===== config.mk =====
export PLATFORM = sky130hd
export DESIGN_NAME = lot_round_ctrl_flat
export DESIGN_NICKNAME = d
export VERILOG_FILES = /design/src/rtl/lot_pkg.sv /design/src/rtl/lot_round_ctrl_if.sv /design/src/rtl/lot_timeout_cnt.sv /design/src/rtl/lot_round_ctrl.sv /design/src/flat_wrapper.sv
export SDC_FILE = /design/constraint.sdc
export NUM_CORES = 1
export LEC_CHECK = 0
export CAP_MARGIN = 10
export CORE_UTILIZATION = 43
export CTS_CLUSTER_DIAMETER = 200
export DETAILED_ROUTE_END_ITERATION = 8
export PLACE_DENSITY_LB_ADDON = 0.08
export REMOVE_ABC_BUFFERS = 1
export SLEW_MARGIN = 30
export SYNTH_ARGS = -nofsm -noshare
export SYNTH_HDL_FRONTEND = slang
export SYNTH_SLANG_ARGS = --single-unit

===== constraint.sdc =====
create_clock -name clk -period 1.5 [get_ports clk]
set_input_delay 0.45 -clock clk [delete_from_list [all_inputs] [get_ports clk]]
set_output_delay 0.45 -clock clk [all_outputs]
set_load 0.1 [all_outputs]

===== src/rtl/lot_pkg.sv =====
// Shared definitions for the lottery round sequencer: state codes, digit limit, prize codes.
package lot_pkg;

   // Codes are exported on the debug state LEDs, so the values are fixed.
   typedef enum logic [3:0] {
      StIdle    = 4'd0,
      StEntry   = 4'd1,
      StWaitFim = 4'd2,
      StCheck   = 4'd3,
      StResult  = 4'd4
   } state_e;

   localparam int unsigned DIGIT_MAX = 9;
   localparam int unsigned NPLAYERS  = 2;

   localparam logic [1:0] PRZ_NONE = 2'd0;
   localparam logic [1:0] PRZ_1    = 2'd1;
   localparam logic [1:0] PRZ_2    = 2'd2;

   // True when the switch value is a legal BCD digit.
   function automatic logic digit_ok(input logic [3:0] d);
      return d <= 4'(DIGIT_MAX);
   endfunction

endpackage


===== src/rtl/lot_round_ctrl_if.sv =====
// Board, ticket-register and comparator signals of the round sequencer.
// slave: the sequencer itself; master: the board/comparator side driving it.
interface lot_round_ctrl_if #(
   parameter int unsigned DIGITS = 5
);
   localparam int unsigned AW = (DIGITS > 1) ? $clog2(DIGITS) : 1;

   // Board inputs
   logic [0:3]    num;
   logic          insere;
   logic          fim;
   logic          fim_jogo;
   // Ticket register write port
   logic          dig_we;
   logic [AW-1:0] dig_addr;
   logic [0:3]    dig_data;
   // Prize comparator handshake
   logic          cmp_start;
   logic          cmp_done;
   logic [0:1]    cmp_prize;
   // Status LEDs
   logic          player;
   logic [0:1]    ledp1;
   logic [0:1]    ledp2;
   logic          led15;
   logic          err;
   logic [0:3]    state;

   modport slave (
      input  num, insere, fim, fim_jogo, cmp_done, cmp_prize,
      output dig_we, dig_addr, dig_data, cmp_start,
      output player, ledp1, ledp2, led15, err, state
   );

   modport master (
      output num, insere, fim, fim_jogo, cmp_done, cmp_prize,
      input  dig_we, dig_addr, dig_data, cmp_start,
      input  player, ledp1, ledp2, led15, err, state
   );

endinterface


===== src/rtl/lot_timeout_cnt.sv =====
// Loadable saturating down-counter; expired_o is high once the count reaches zero.
module lot_timeout_cnt #(
   parameter int unsigned Width = 4
) (
   input  logic             clk,
   input  logic             reset,
   input  logic             load_i,
   input  logic [Width-1:0] load_val_i,
   input  logic             dec_i,
   output logic             expired_o
);

   logic [Width-1:0] cnt_q, cnt_d;

   // Load has priority over decrement; decrement stops at zero.
   always_comb begin
      cnt_d = cnt_q;
      if (load_i) begin
         cnt_d = load_val_i;
      end else if (dec_i && (cnt_q != '0)) begin
         cnt_d = cnt_q - Width'(1);
      end
   end

   // Count register with synchronous reset.
   always_ff @(posedge clk) begin
      if (reset) begin
         cnt_q <= '0;
      end else begin
         cnt_q <= cnt_d;
      end
   end

   assign expired_o = (cnt_q == '0);

endmodule


===== src/rtl/lot_round_ctrl.sv =====
// Lottery round sequencer: collects each player's BCD ticket into the ticket register,
// kicks the prize comparator, latches prizes onto the player LEDs and flags round end.
module lot_round_ctrl
   import lot_pkg::*;
#(
   parameter int unsigned DIGITS      = 5,
   parameter int unsigned CMP_TIMEOUT = 15
) (
   input  logic             clk,
   input  logic             reset,
   lot_round_ctrl_if.slave  bus
);

   localparam int unsigned AW = (DIGITS > 1) ? $clog2(DIGITS) : 1;
   localparam int unsigned CW = $clog2(DIGITS + 1);
   localparam int unsigned TW = (CMP_TIMEOUT > 1) ? $clog2(CMP_TIMEOUT) : 1;

   state_e        state_q, state_d;
   logic [CW-1:0] cnt_q, cnt_d;
   logic          player_q, player_d;
   logic [1:0]    ledp1_q, ledp1_d;
   logic [1:0]    ledp2_q, ledp2_d;
   logic          led15_q, led15_d;
   logic          err_q, err_d;
   logic          dig_we_q, dig_we_d;
   logic [AW-1:0] dig_addr_q, dig_addr_d;
   logic [3:0]    dig_data_q, dig_data_d;
   logic          cmp_start_q, cmp_start_d;

   logic          cnt_full;
   logic          take_digit;
   logic          latch_prize;
   logic [1:0]    prize_val;
   logic          tmo_load;
   logic          tmo_dec;
   logic          tmo_expired;

   assign cnt_full = (cnt_q == CW'(DIGITS));

   // Loaded with CMP_TIMEOUT-1 so that expiry is seen on the CMP_TIMEOUT-th edge in CHECK.
   lot_timeout_cnt #(
      .Width (TW)
   ) u_timeout (
      .clk        (clk),
      .reset      (reset),
      .load_i     (tmo_load),
      .load_val_i (TW'(CMP_TIMEOUT - 1)),
      .dec_i      (tmo_dec),
      .expired_o  (tmo_expired)
   );

   // Next-state, digit capture and prize latching.
   always_comb begin
      state_d     = state_q;
      cnt_d       = cnt_q;
      player_d    = player_q;
      ledp1_d     = ledp1_q;
      ledp2_d     = ledp2_q;
      led15_d     = led15_q;
      err_d       = err_q;
      dig_we_d    = 1'b0;
      dig_addr_d  = dig_addr_q;
      dig_data_d  = dig_data_q;
      cmp_start_d = 1'b0;
      tmo_load    = 1'b0;
      tmo_dec     = 1'b0;
      take_digit  = 1'b0;
      latch_prize = 1'b0;
      prize_val   = PRZ_NONE;

      case (state_q)
         StIdle: begin
            if (bus.insere) begin
               state_d    = StEntry;
               err_d      = 1'b0;
               take_digit = 1'b1;
               // First digit of player 0 after a finished round starts a new round.
               if (led15_q && !player_q) begin
                  ledp1_d = PRZ_NONE;
                  ledp2_d = PRZ_NONE;
                  led15_d = 1'b0;
               end
            end
         end
         StEntry: begin
            // insere outranks fim here, so fim is simply not looked at.
            if (bus.insere) begin
               take_digit = 1'b1;
            end else begin
               state_d = StWaitFim;
            end
         end
         StWaitFim: begin
            if (bus.insere) begin
               state_d    = StEntry;
               take_digit = 1'b1;
            end else if (bus.fim) begin
               if (cnt_full) begin
                  state_d     = StCheck;
                  cmp_start_d = 1'b1;
                  tmo_load    = 1'b1;
               end else begin
                  // Short ticket: no comparison, zero prize.
                  state_d     = StResult;
                  latch_prize = 1'b1;
                  err_d       = 1'b1;
               end
            end
         end
         StCheck: begin
            tmo_dec = 1'b1;
            if (bus.cmp_done) begin
               state_d     = StResult;
               latch_prize = 1'b1;
               prize_val   = bus.cmp_prize;
            end else if (tmo_expired) begin
               state_d     = StResult;
               latch_prize = 1'b1;
               err_d       = 1'b1;
            end
         end
         StResult: begin
            if (bus.fim_jogo) begin
               state_d  = StIdle;
               cnt_d    = '0;
               player_d = (player_q == 1'(NPLAYERS - 1)) ? 1'b0 : ~player_q;
            end
         end
         default: begin
            state_d = StIdle;
         end
      endcase

      // Bad digits and digits beyond the ticket length are dropped and flagged.
      if (take_digit) begin
         if (!digit_ok(bus.num) || cnt_full) begin
            err_d = 1'b1;
         end else begin
            dig_we_d   = 1'b1;
            dig_addr_d = AW'(cnt_q);
            dig_data_d = bus.num;
            cnt_d      = cnt_q + CW'(1);
         end
      end

      if (latch_prize) begin
         if (player_q) begin
            ledp2_d = prize_val;
            led15_d = 1'b1;
         end else begin
            ledp1_d = prize_val;
         end
      end
   end

   // State and registered outputs; reset overrides everything.
   always_ff @(posedge clk) begin
      if (reset) begin
         state_q     <= StIdle;
         cnt_q       <= '0;
         player_q    <= 1'b0;
         ledp1_q     <= PRZ_NONE;
         ledp2_q     <= PRZ_NONE;
         led15_q     <= 1'b0;
         err_q       <= 1'b0;
         dig_we_q    <= 1'b0;
         dig_addr_q  <= '0;
         dig_data_q  <= '0;
         cmp_start_q <= 1'b0;
      end else begin
         state_q     <= state_d;
         cnt_q       <= cnt_d;
         player_q    <= player_d;
         ledp1_q     <= ledp1_d;
         ledp2_q     <= ledp2_d;
         led15_q     <= led15_d;
         err_q       <= err_d;
         dig_we_q    <= dig_we_d;
         dig_addr_q  <= dig_addr_d;
         dig_data_q  <= dig_data_d;
         cmp_start_q <= cmp_start_d;
      end
   end

   assign bus.dig_we    = dig_we_q;
   assign bus.dig_addr  = dig_addr_q;
   assign bus.dig_data  = dig_data_q;
   assign bus.cmp_start = cmp_start_q;
   assign bus.player    = player_q;
   assign bus.ledp1     = ledp1_q;
   assign bus.ledp2     = ledp2_q;
   assign bus.led15     = led15_q;
   assign bus.err       = err_q;
   assign bus.state     = state_q;

endmodule


===== src/flat_wrapper.sv =====
// flat-port wrapper written by rule: the top's interface ports become plain ports
module lot_round_ctrl_flat import lot_pkg::*;
#(
   parameter int unsigned DIGITS      = 5,
   parameter int unsigned CMP_TIMEOUT = 15
)
  (clk, reset, bus_num, bus_insere, bus_fim, bus_fim_jogo, bus_cmp_done, bus_cmp_prize, bus_dig_we, bus_dig_addr, bus_dig_data, bus_cmp_start, bus_player, bus_ledp1, bus_ledp2, bus_led15, bus_err, bus_state);
  lot_round_ctrl_if #(.DIGITS(DIGITS)) bus_i ();
  input  logic clk;
  input  logic reset;
  input wire logic [$bits(bus_i.num)-1:0] bus_num;
  input wire logic [$bits(bus_i.insere)-1:0] bus_insere;
  input wire logic [$bits(bus_i.fim)-1:0] bus_fim;
  input wire logic [$bits(bus_i.fim_jogo)-1:0] bus_fim_jogo;
  input wire logic [$bits(bus_i.cmp_done)-1:0] bus_cmp_done;
  input wire logic [$bits(bus_i.cmp_prize)-1:0] bus_cmp_prize;
  output wire logic [$bits(bus_i.dig_we)-1:0] bus_dig_we;
  output wire logic [$bits(bus_i.dig_addr)-1:0] bus_dig_addr;
  output wire logic [$bits(bus_i.dig_data)-1:0] bus_dig_data;
  output wire logic [$bits(bus_i.cmp_start)-1:0] bus_cmp_start;
  output wire logic [$bits(bus_i.player)-1:0] bus_player;
  output wire logic [$bits(bus_i.ledp1)-1:0] bus_ledp1;
  output wire logic [$bits(bus_i.ledp2)-1:0] bus_ledp2;
  output wire logic [$bits(bus_i.led15)-1:0] bus_led15;
  output wire logic [$bits(bus_i.err)-1:0] bus_err;
  output wire logic [$bits(bus_i.state)-1:0] bus_state;
  assign bus_i.num = bus_num;
  assign bus_i.insere = bus_insere;
  assign bus_i.fim = bus_fim;
  assign bus_i.fim_jogo = bus_fim_jogo;
  assign bus_i.cmp_done = bus_cmp_done;
  assign bus_i.cmp_prize = bus_cmp_prize;
  assign bus_dig_we = bus_i.dig_we;
  assign bus_dig_addr = bus_i.dig_addr;
  assign bus_dig_data = bus_i.dig_data;
  assign bus_cmp_start = bus_i.cmp_start;
  assign bus_player = bus_i.player;
  assign bus_ledp1 = bus_i.ledp1;
  assign bus_ledp2 = bus_i.ledp2;
  assign bus_led15 = bus_i.led15;
  assign bus_err = bus_i.err;
  assign bus_state = bus_i.state;
  lot_round_ctrl #(.DIGITS(DIGITS), .CMP_TIMEOUT(CMP_TIMEOUT)) u_core (.clk(clk), .reset(reset), .bus(bus_i));
endmodule

# Yosys cells after proc, flatten, opt, wreduce, memory -nomap -nowiden

Cells that the tools add are included.

Bits in registers: 27
Bits of input ports: 12
Output and inout bits: 20

Add/sub/neg operators: 2
$lt $le $gt $ge: 1
Equal/unequal tests: 10
Multiplexer cells: 56
Bitwise gates (word level): 3
Reductions and logical operators: 15

Operators by type and width:

| operator                                                                 | number |
|---|---|
| 4-bit 2-to-1 mux                                                         | 9 |
| 1-bit 2-to-1 mux                                                         | 27 |
| 2-bit 2-to-1 mux                                                         | 12 |
| 4-bit case mux with 5 select lines                                       | 1 |
| 3-bit 2-to-1 mux                                                         | 5 |
| 4-bit by 2-bit == test with 1-bit output (second input constant)         | 2 |
| 4-bit zero test                                                          | 2 |
| 2-bit inequality test (second input constant)                            | 3 |
| 5-bit AND reduction                                                      | 1 |
| 4-bit by 1-bit == test with 1-bit output (second input constant)         | 1 |
| 4-bit by 3-bit == test with 1-bit output (second input constant)         | 1 |
| 4-bit <= comparator (second input constant)                              | 1 |
| 2-bit AND reduction                                                      | 2 |
| 4-bit nonzero test                                                       | 1 |
| 2-bit OR reduction                                                       | 2 |
| 4-bit by 1-bit subtractor with 4-bit output (second input constant)      | 1 |
| 3-bit by 1-bit adder with 3-bit output (second input constant)           | 1 |
| 3-bit == test (second input constant)                                    | 1 |
| 3-bit by 2-bit inequality test with 1-bit output (second input constant) | 1 |
| 3-bit inequality test (second input constant)                            | 1 |
| 1-bit inverter                                                           | 3 |
| 1-bit case mux with 3 select lines                                       | 1 |
| 3-bit OR reduction                                                       | 1 |
| 1-bit logical AND                                                        | 2 |
| other kinds (4)                                                          | 5 |

# Longest topological paths before layout

Gate-level depths: netlist (run 1).

Depth after elaboration: 7
Mapped depth: 7
Depth with buffers taken out: 6

# Hierarchy

From an unflattened synthesis (run 1), not the netlist that was laid out.

Cells, all modules: 147
Area total of the unflattened synthesis: 1332.5 µm²

Modules (own cells, without submodules):

| module          | instances | cells an instance | area an instance (µm²) |
|---|---|---|---|
| lot_round_ctrl  | 1         | 118               | 1069.8 |
| lot_timeout_cnt | 1         | 29                | 262.8 |

# Worst setup path before layout (run 1)

Ideal clock, no wire load.

Path type: flip-flop to flip-flop
Start: register u_core.state_q[1], in the netlist u_core.bus.state[2]
End: register u_core.state_q[0], in the netlist u_core.bus.state[3]
Data arrival time: 2.101 ns
Required time: 1.379 ns
Slack: -0.722 ns
Cell stages (with the launch flop): 5
Cells stage by stage: dfxtp_1 -> nand2_1 -> o41ai_1 -> nor2_2 -> mux2_4

Cells in the longest elaborated chain, start to end: 3
Elaborated cells between the ends (all ways): 12
Classes of those cells: 9 x eq/ne; 1 x mux; 2 x reduce/logical

RTL lines:

| what                                                                                      | line                  | RTL |
|---|---|---|
| from (decl)                                                                               | lot_round_ctrl.sv:18  | `state_e state_q, state_d;` |
| from (signal assigned)                                                                    | lot_round_ctrl.sv:159 | `state_q <= StIdle;` |
| from (signal assigned)                                                                    | lot_round_ctrl.sv:171 | `state_q <= state_d;` |
| 4-bit by 2-bit == test with 1-bit output (tied with other cells)                          | lot_round_ctrl.sv:71  | `case (state_q)` |
| 3-bit by 2-bit inequality test with 1-bit output (no source line) (tied with other cells) | -                     |  |
| 5-bit AND reduction (no source line)                                                      | -                     |  |

Several ways; a longest one is shown, not always the timed one.
A chain may end at the register's enable or synchronous reset.

# Worst setup path after layout (run 1)

Start: input bus_fim_jogo
End: register u_core.state_q[0], in the netlist u_core.bus.state[3]

Cells in the longest elaborated chain, start to end: 2

RTL lines:

| what                                   | line               | RTL |
|---|---|---|
| from (decl)                            | flat_wrapper.sv:14 | `input wire logic [$bits(bus_i.fim_jogo)-1:0] bus_fim_jogo;` |
| 2-bit inequality test (no source line) | -                  |  |
| 5-bit AND reduction (no source line)   | -                  |  |

No other way between the ends.

==> metrics.csv, run 1 <==
metric,value,unit
Mapped Cells,138,
DRT antenna net count,0,
Startpoint Class,input port,
final net count,213,
final setup vio count,8,
Multi-input gate area,835,um^2
Worst Tran Pin Value,0.611,ns
DRT iter0 DRCs,58,
Util after Layout,79.8,%
flop and latch count out of synthesis,26,
unrepaired setup endpoints after global routing,yes,
"Seq/Total Area, Yosys",40.5,%
Sum Neg Setup Slack,-0.792,ns
GPL Wtd Cong,0.885,
GR Util All Layers,23.2,%
Main synth FF type,dfxtp_1,
CTS Sinks,26,
via/cell ratio,5.48,
vias,1250,
max_slew headroom,58.2,%
Worst-path clk slew,0.15,ns
status,finished with violations,
Starting Density,46.2,%
clk root buf,clkbuf_4,
Num CTS Buffers,3,
fin crit period,1.66,ns
post-synthesis cell type count,47,
count of final hold-check violations,0,
Post-synth ARST share,0,%
violated checks,negative setup slack,
fin. max-slew vios,0,
Post-CTS Hold Buffers,0,
sequential cell area,536,um^2
yosys warns,0,
worst reg-to-reg setup slack,-0.15,ns
mean area per synthesized cell,9.30,um^2
Buffers & Inverters on Critical Path,1,
Fill cells,176,
worst setup margin,-0.162,ns
Setup Skew,0.0150,ns
DRC,0,
H-tree depth,1,
CP Class,in -> reg,
vias in the first global route,1222,
CTS tree,yes,
Layout area overhead,73.0,%
crit-path max FO,2,
CP peak stage delay,0.55,ns
initial antenna violation count,0,
cells along the critical path,"clkdlybuf4s50_1, or4b_1, o41ai_4, nor2_2, mux2_4",
total power,0.00236,W
VDD IR-drop max,0.00127,V
Site Rows,19,
die footprint,3210,um^2
Post-synth EDFFs,0,
Ant. Diodes,0,
GRT overflow,0,
"Cell Area, Synth",1280,um^2
period utilisation layout,111,%
Initial DRT Pass Iterations,4,
max-cap violations,0,
leakage,0.899,nW
CORE AREA,2780,um^2
"Largest delay share family, worst path",simple AND/OR/NAND/NOR gates,
Max Buffers Root-to-Sink,2,
Fmax,602,MHz
Ports,32,
critical path's slowest cell,or4b_1,
die height,56.6,um
HP Class,in -> reg,
WP data arrival,1.90,ns
Critical Path Sink Type,register,
DP HPWL,2520,um
port bufs,30,
WL/cell,15.9,um
DIE WIDTH,56.6,um
pin count of the biggest net entering global routing,15,
first-pass GRT wire length,5790,um
WP data required,1.74,ns
Routed WL,3620,um
latest clock arrival within the worst-skew pair,0.33,ns
final hold slack,0.511,ns
fraction of layout cells with a size suffix above 1,46.2,%
pwr/cell area,1060,nW/um^2
[layout by cell type (no fill, tap or decap), drive strengths merged, types with 2 or more instances in the layout]
cell type,synthesis,final
mux2,2,2
inv,5,5
nor3b,3,3
ha,3,3
dlygate4sd2,0,3
nor2,15,15
nor3,3,3
clkbuf,5,4
o21ai,4,4
xnor2,4,4
nor4b,4,4
buf,3,52
dfxtp,26,26
clkdlybuf4s50,0,8
nand2,12,12
nor2b,2,2
or3,2,2
a21oi,7,7
nand2b,2,2
nor4,3,3
mux2i,12,12
a31oi,2,2
[cell type report]
cell class | instances | area share (%)
inverters | 5 | 0.845
well taps | 31 | 1.75
flip-flops and latches | 26 | 24.1
clock buffers | 4 | 1.63
multi-input cells | 99 | 37.6
repair buffers | 63 | 34.1
[cells in the mapped netlist, drive strengths merged, types with 2 or more instances]
master,count,area share [%]
or3,2,0.97
inv,5,1.5
nor3b,3,3.0
xnor2,4,2.7
nand2b,2,0.97
nor4,3,3.1
dfxtp,26,41
nor4b,4,2.7
mux2,2,2.0
a31oi,2,0.97
nand2,12,3.5
nor3,3,1.2
mux2i,12,9.4
ha,3,2.9
nor2,15,4.6
buf,3,1.4
nor2b,2,0.97
o21ai,4,1.6
a21oi,7,2.7
clkbuf,5,1.5
[worst register-to-register path: cells and delay by family (launching register included)]
family                   cells  cell delay [ns]
flip-flops                   1             0.36
buffers and inverters        2             0.23
multiplexers                 1             0.31
AND/OR/NAND/NOR              2             0.47
adder cells (fa/ha/maj)      1             0.13
AO/OA/AOI/OAI                1             0.06
[where the power goes]
part           switching, W  internal (W)  leakage, nW
Sequential        0.0000678      0.000755        0.215
Combinational      0.000667      0.000511        0.662
Clock              0.000212      0.000149       0.0210
[cell families after synthesis]
logic type                 count (synthesis)  share of synthesized area [%]
buffers and inverters                     13                           4.29
DFF                                       26                           40.5
and+or+nand+nor                           55                           26.5
adders and majority gates                  3                           2.92
other                                      1                          0.292
xor gates and xnor gates                   5                           3.41
muxes                                     14                           11.4
AOI/OAI and AO/OA                         21                           10.6
[metal layers]
layer | up-vias | track usage [%] | share of wire, %
met5 | - | 0 | 0
met4 | 0 | 3.14 | 1.7
met3 | 6 | 5.07 | 3.8
met2 | 35 | 41.2 | 53
met1 | 605 | 29.2 | 41
li1 | 604 | - | -
[repair_timing]
| item | CTS | global route |
|---|---|---|
| resized for setup | 29 | 15 |
| setup endpoints to repair | 19 | 20 |
| pin swaps | 6 | 4 |
| buffers inserted | 4 | 1 |
[state kept, by name (all words and copies together), names as in the netlist, 2 cells and up]
name,cells
u_core.bus.ledp2,2
u_core.bus.ledp1,2
u_core.bus.dig_data,4
u_core.bus.state,3
u_core.cnt_q,3
u_core.u_timeout.cnt_q,4
u_core.bus.dig_addr,3
[through the flow]
stage          setup slack, ns  instances  instance area (um^2)
2_1_floorplan           -0.871        130                  1250
6_report                -0.162        228                  2220
3_5_place_dp            -0.509        220                  1990
4_1_cts                 -0.182        227                  2140
3_3_place_gp            -0.472        220                  1990
5_1_grt                 -0.197        228                  2220
[worst paths after layout]
check | to | depth (start not counted) | from
setup / recovery | u_core.bus.state[3]$_SDFFE_PP0P_ | 5 | bus_fim_jogo
hold / removal | u_core.bus.dig_data[2]$_SDFFE_PP0P_ | 3 | bus_num[1]
setup reg to reg | u_core.bus.state[3]$_SDFFE_PP0P_ | 7 | u_core.u_timeout.cnt_q[1]$_SDFFE_PP0P_
hold reg to reg | u_core.bus.ledp1[0]$_SDFF_PP0_ | 2 | u_core.bus.ledp1[0]$_SDFF_PP0_
Power figures use the tool's default switching activity.
==> run 2: changes to the inputs <==
--- a/config.mk
+++ b/config.mk
@@ -6,9 +6,11 @@
 export NUM_CORES = 1
 export LEC_CHECK = 0
 export CAP_MARGIN = 10
-export CORE_UTILIZATION = 43
+export CORE_UTILIZATION = 55
 export CTS_CLUSTER_DIAMETER = 200
 export DETAILED_ROUTE_END_ITERATION = 8
+export DONT_BUFFER_PORTS = 1
+export MAX_ROUTING_LAYER = met4
 export PLACE_DENSITY_LB_ADDON = 0.08
 export REMOVE_ABC_BUFFERS = 1
 export SLEW_MARGIN = 30
==> metrics.csv, run 2 (synthesis results as in run 1) <==
metric,value,unit,change
status,finished with violations,,unchanged
latest clock arrival within the worst-skew pair,0.33,ns,about the same
leakage,0.744,nW,was 0.899 nW
Startpoint Class,register,,was input port
"most common cell after layout, fill and taps aside",buf_4,,unchanged
WP data arrival,1.87,ns,was 1.90 ns
fin. max-slew vios,0,,unchanged
CP Class,reg -> reg,,was in -> reg
crit-path max FO,4,,was 2
CTS tree,yes,,unchanged
Num CTS Buffers,3,,unchanged
count of final hold-check violations,0,,unchanged
die footprint,2530,um^2,was 3210 um^2
fraction of layout cells with a size suffix above 1,47.1,%,was 46.2%
Reg2Reg Launch Point,u_core.u_timeout.cnt_q[0]$_SDFFE_PP0P_,,was u_core.u_timeout.cnt_q[1]$_SDFFE_PP0P_
Ports,32,,unchanged
critical path's slowest cell,dfxtp_2,,was or4b_1
final net count,191,,was 213
final setup vio count,9,,was 8
port bufs,0,,was 30
period utilisation layout,109,%,was 111%
worst setup margin,-0.136,ns,was -0.162 ns
CP Launch Point,u_core.u_timeout.cnt_q[0]$_SDFFE_PP0P_,,was bus_fim_jogo
Worst-path clk slew,0.14,ns,was 0.15 ns
Clk network pwr share,14.5,%,was 15.3%
violated checks,negative setup slack,,unchanged
HP Class,in -> reg,,unchanged
vias in the first global route,1169,,was 1222
Sum Neg Setup Slack,-0.691,ns,was -0.792 ns
pwr/cell area,1160,nW/um^2,was 1060 nW/um^2
WP data required,1.73,ns,was 1.74 ns
cells along the critical path,"inv_2, ha_4, nor3b_4, buf_4, o41ai_2, nor2_2, mux2_4",,"was clkdlybuf4s50_1, or4b_1, o41ai_4, nor2_2, mux2_4"
first-pass GRT wire length,5100,um,was 5790 um
Fmax,611,MHz,was 602 MHz
Final Non-Filler Cells,202,,was 228
die height,50.3,um,was 56.6 um
max-cap violations,0,,unchanged
Site Rows,17,,was 19
CORE AREA,2210,um^2,was 2780 um^2
Initial DRT Pass Iterations,4,,unchanged
via/cell ratio,5.81,,was 5.48
pin count of the biggest net entering global routing,27,,was 15
total net switching power,0.000880,W,was 0.000947 W
Setup Skew,0.00705,ns,was 0.0150 ns
DRT antenna net count,0,,unchanged
DIE WIDTH,50.3,um,was 56.6 um
Util after Layout,81.3,%,was 79.8%
CP peak stage delay,0.35,ns,was 0.55 ns
Buffers & Inverters on Critical Path,2,,was 1
GPL Wtd Cong,0.834,,was 0.885
clk root buf,clkbuf_4,,unchanged
DRT iter0 DRCs,24,,was 58
initial antenna violation count,0,,unchanged
Routed WL,3350,um,was 3620 um
DP HPWL,2170,um,was 2520 um
Place WS,-0.160,ns,was -0.509 ns
H-tree depth,1,,unchanged
unrepaired setup endpoints after global routing,yes,,unchanged
WL/cell,16.6,um,was 15.9 um
dpl cells,192,,was 220
Hold Crit Start,reset,,was bus_num[1]
switching power as a share of total power,42.1,%,was 40.1%
Max Buffers Root-to-Sink,2,,unchanged
Comb power frac,46.3,%,was 49.9%
GRT overflow,0,,unchanged
fin crit period,1.64,ns,was 1.66 ns
CTS Sinks,26,,unchanged
P_int,0.00121,W,was 0.00142 W
Post-CTS Hold Buffers,0,,unchanged
Starting Density,58.0,%,was 46.2%
VDD IR-drop max,0.000905,V,was 0.00127 V
Layout area overhead,40.2,%,was 73.0%
"Largest delay share family, worst path",simple AND/OR/NAND/NOR gates,,unchanged
register share of total power,39.2,%,was 34.8%
GR Util All Layers,27.5,%,was 23.2%
vias,1173,,was 1250
"commonest cells after routing, fill and taps aside","buf_4 (34), dfxtp_1 (20), nor2_1 (14), mux2i_1 (12), nand2_1 (10)",,"was buf_4 (28), buf_12 (19), dfxtp_1 (18), nor2_1 (14), mux2i_1 (12)"
DRC,0,,unchanged
Critical Path Sink Type,register,,unchanged
Ant. Diodes,0,,unchanged
run 2: cell count changes in the layout (fill, tap and decap cells not counted), moves of 2 or more:
cell	before	now
a21oi_2	2	5
a21oi_4	2	0
buf_12	19	1
buf_4	28	34
clkdlybuf4s50_1	8	0
dfxtp_1	18	20
dfxtp_2	6	4
dlygate4sd2_1	3	0
o21ai_1	0	2
run 2: power by group through the flow:
stage / clock network [W] / logic (W) / registers [W]
3_5_place_dp: 0 / 0.000818 / 0.000807
6_report: 0.000302 / 0.000968 / 0.000818
4_1_cts: 0.000305 / 0.000896 / 0.000802
5_1_grt: 0.000324 / 0.00100 / 0.000825
3_3_place_gp: 0 / 0.000805 / 0.000801
2_1_floorplan: 0 / 0.000267 / 0.00113
run 2: worst paths after layout:
| check | to | slack [ns] | cells after the start |
|---|---|---|---|
| setup reg to reg | u_core.bus.state[3]$_SDFFE_PP0P_ | -0.14 | 7 |
| setup / recovery | u_core.bus.state[3]$_SDFFE_PP0P_ | -0.14 | 7 |
| hold / removal | u_core.u_timeout.cnt_q[1]$_SDFFE_PP0P_ | 0.16 | 1 |
| hold reg to reg | u_core.bus.dig_data[0]$_SDFFE_PP0P_ | 0.54 | 2 |
run 2: repair_timing:
item / CTS / global route
endpoints found under the setup margin: 18 / 19
buffers inserted: 5 / 3
gates cloned: 0 / 0
pin swaps: 9 / 6
hold endpoints to repair: 0 / 0
resized for setup: 26 / 20
run 2: worst register-to-register path, cell delays in order, from the launching register on:
cell and delay (ns):
dfxtp_2 0.35, inv_2 0.07, ha_4 0.13, nor3b_4 0.29
buf_4 0.17, o41ai_2 0.06, nor2_2 0.14, mux2_4 0.32
run 2: per-stage QoR:
stage | power [W] | instance area [um^2] | hold WS [ns]
CTS | 0.00200 | 1700 | 0.162
global placement | 0.00161 | 1550 | 0.478
floorplan | 0.00140 | 1250 | 0.487
detailed placement | 0.00163 | 1550 | 0.507
global route | 0.00215 | 1800 | 0.149
finish | 0.00209 | 1800 | 0.156
run 2: cell type report:
| type | count | area (um^2) |
|---|---|---|
| Sequential cell | 26 | 533 |
| Inverter | 5 | 18.8 |
| Clock buffer | 3 | 22.5 |
| Tap cell | 28 | 35.0 |
| Fill cell | 134 | 413 |
| Timing Repair Buffer | 41 | 347 |
| Multi-Input combinational cell | 99 | 843 |
run 2: routing by layer:
| layer | up-vias | wire (um) | global-route usage (%) |
|---|---|---|---|
| met5 | - | 0 | - |
| met4 | 0 | 98 | 14.4 |
| met3 | 13 | 220 | 6.06 |
| met2 | 48 | 1700 | 46.9 |
| met1 | 548 | 1330 | 29.8 |
| li1 | 564 | - | - |
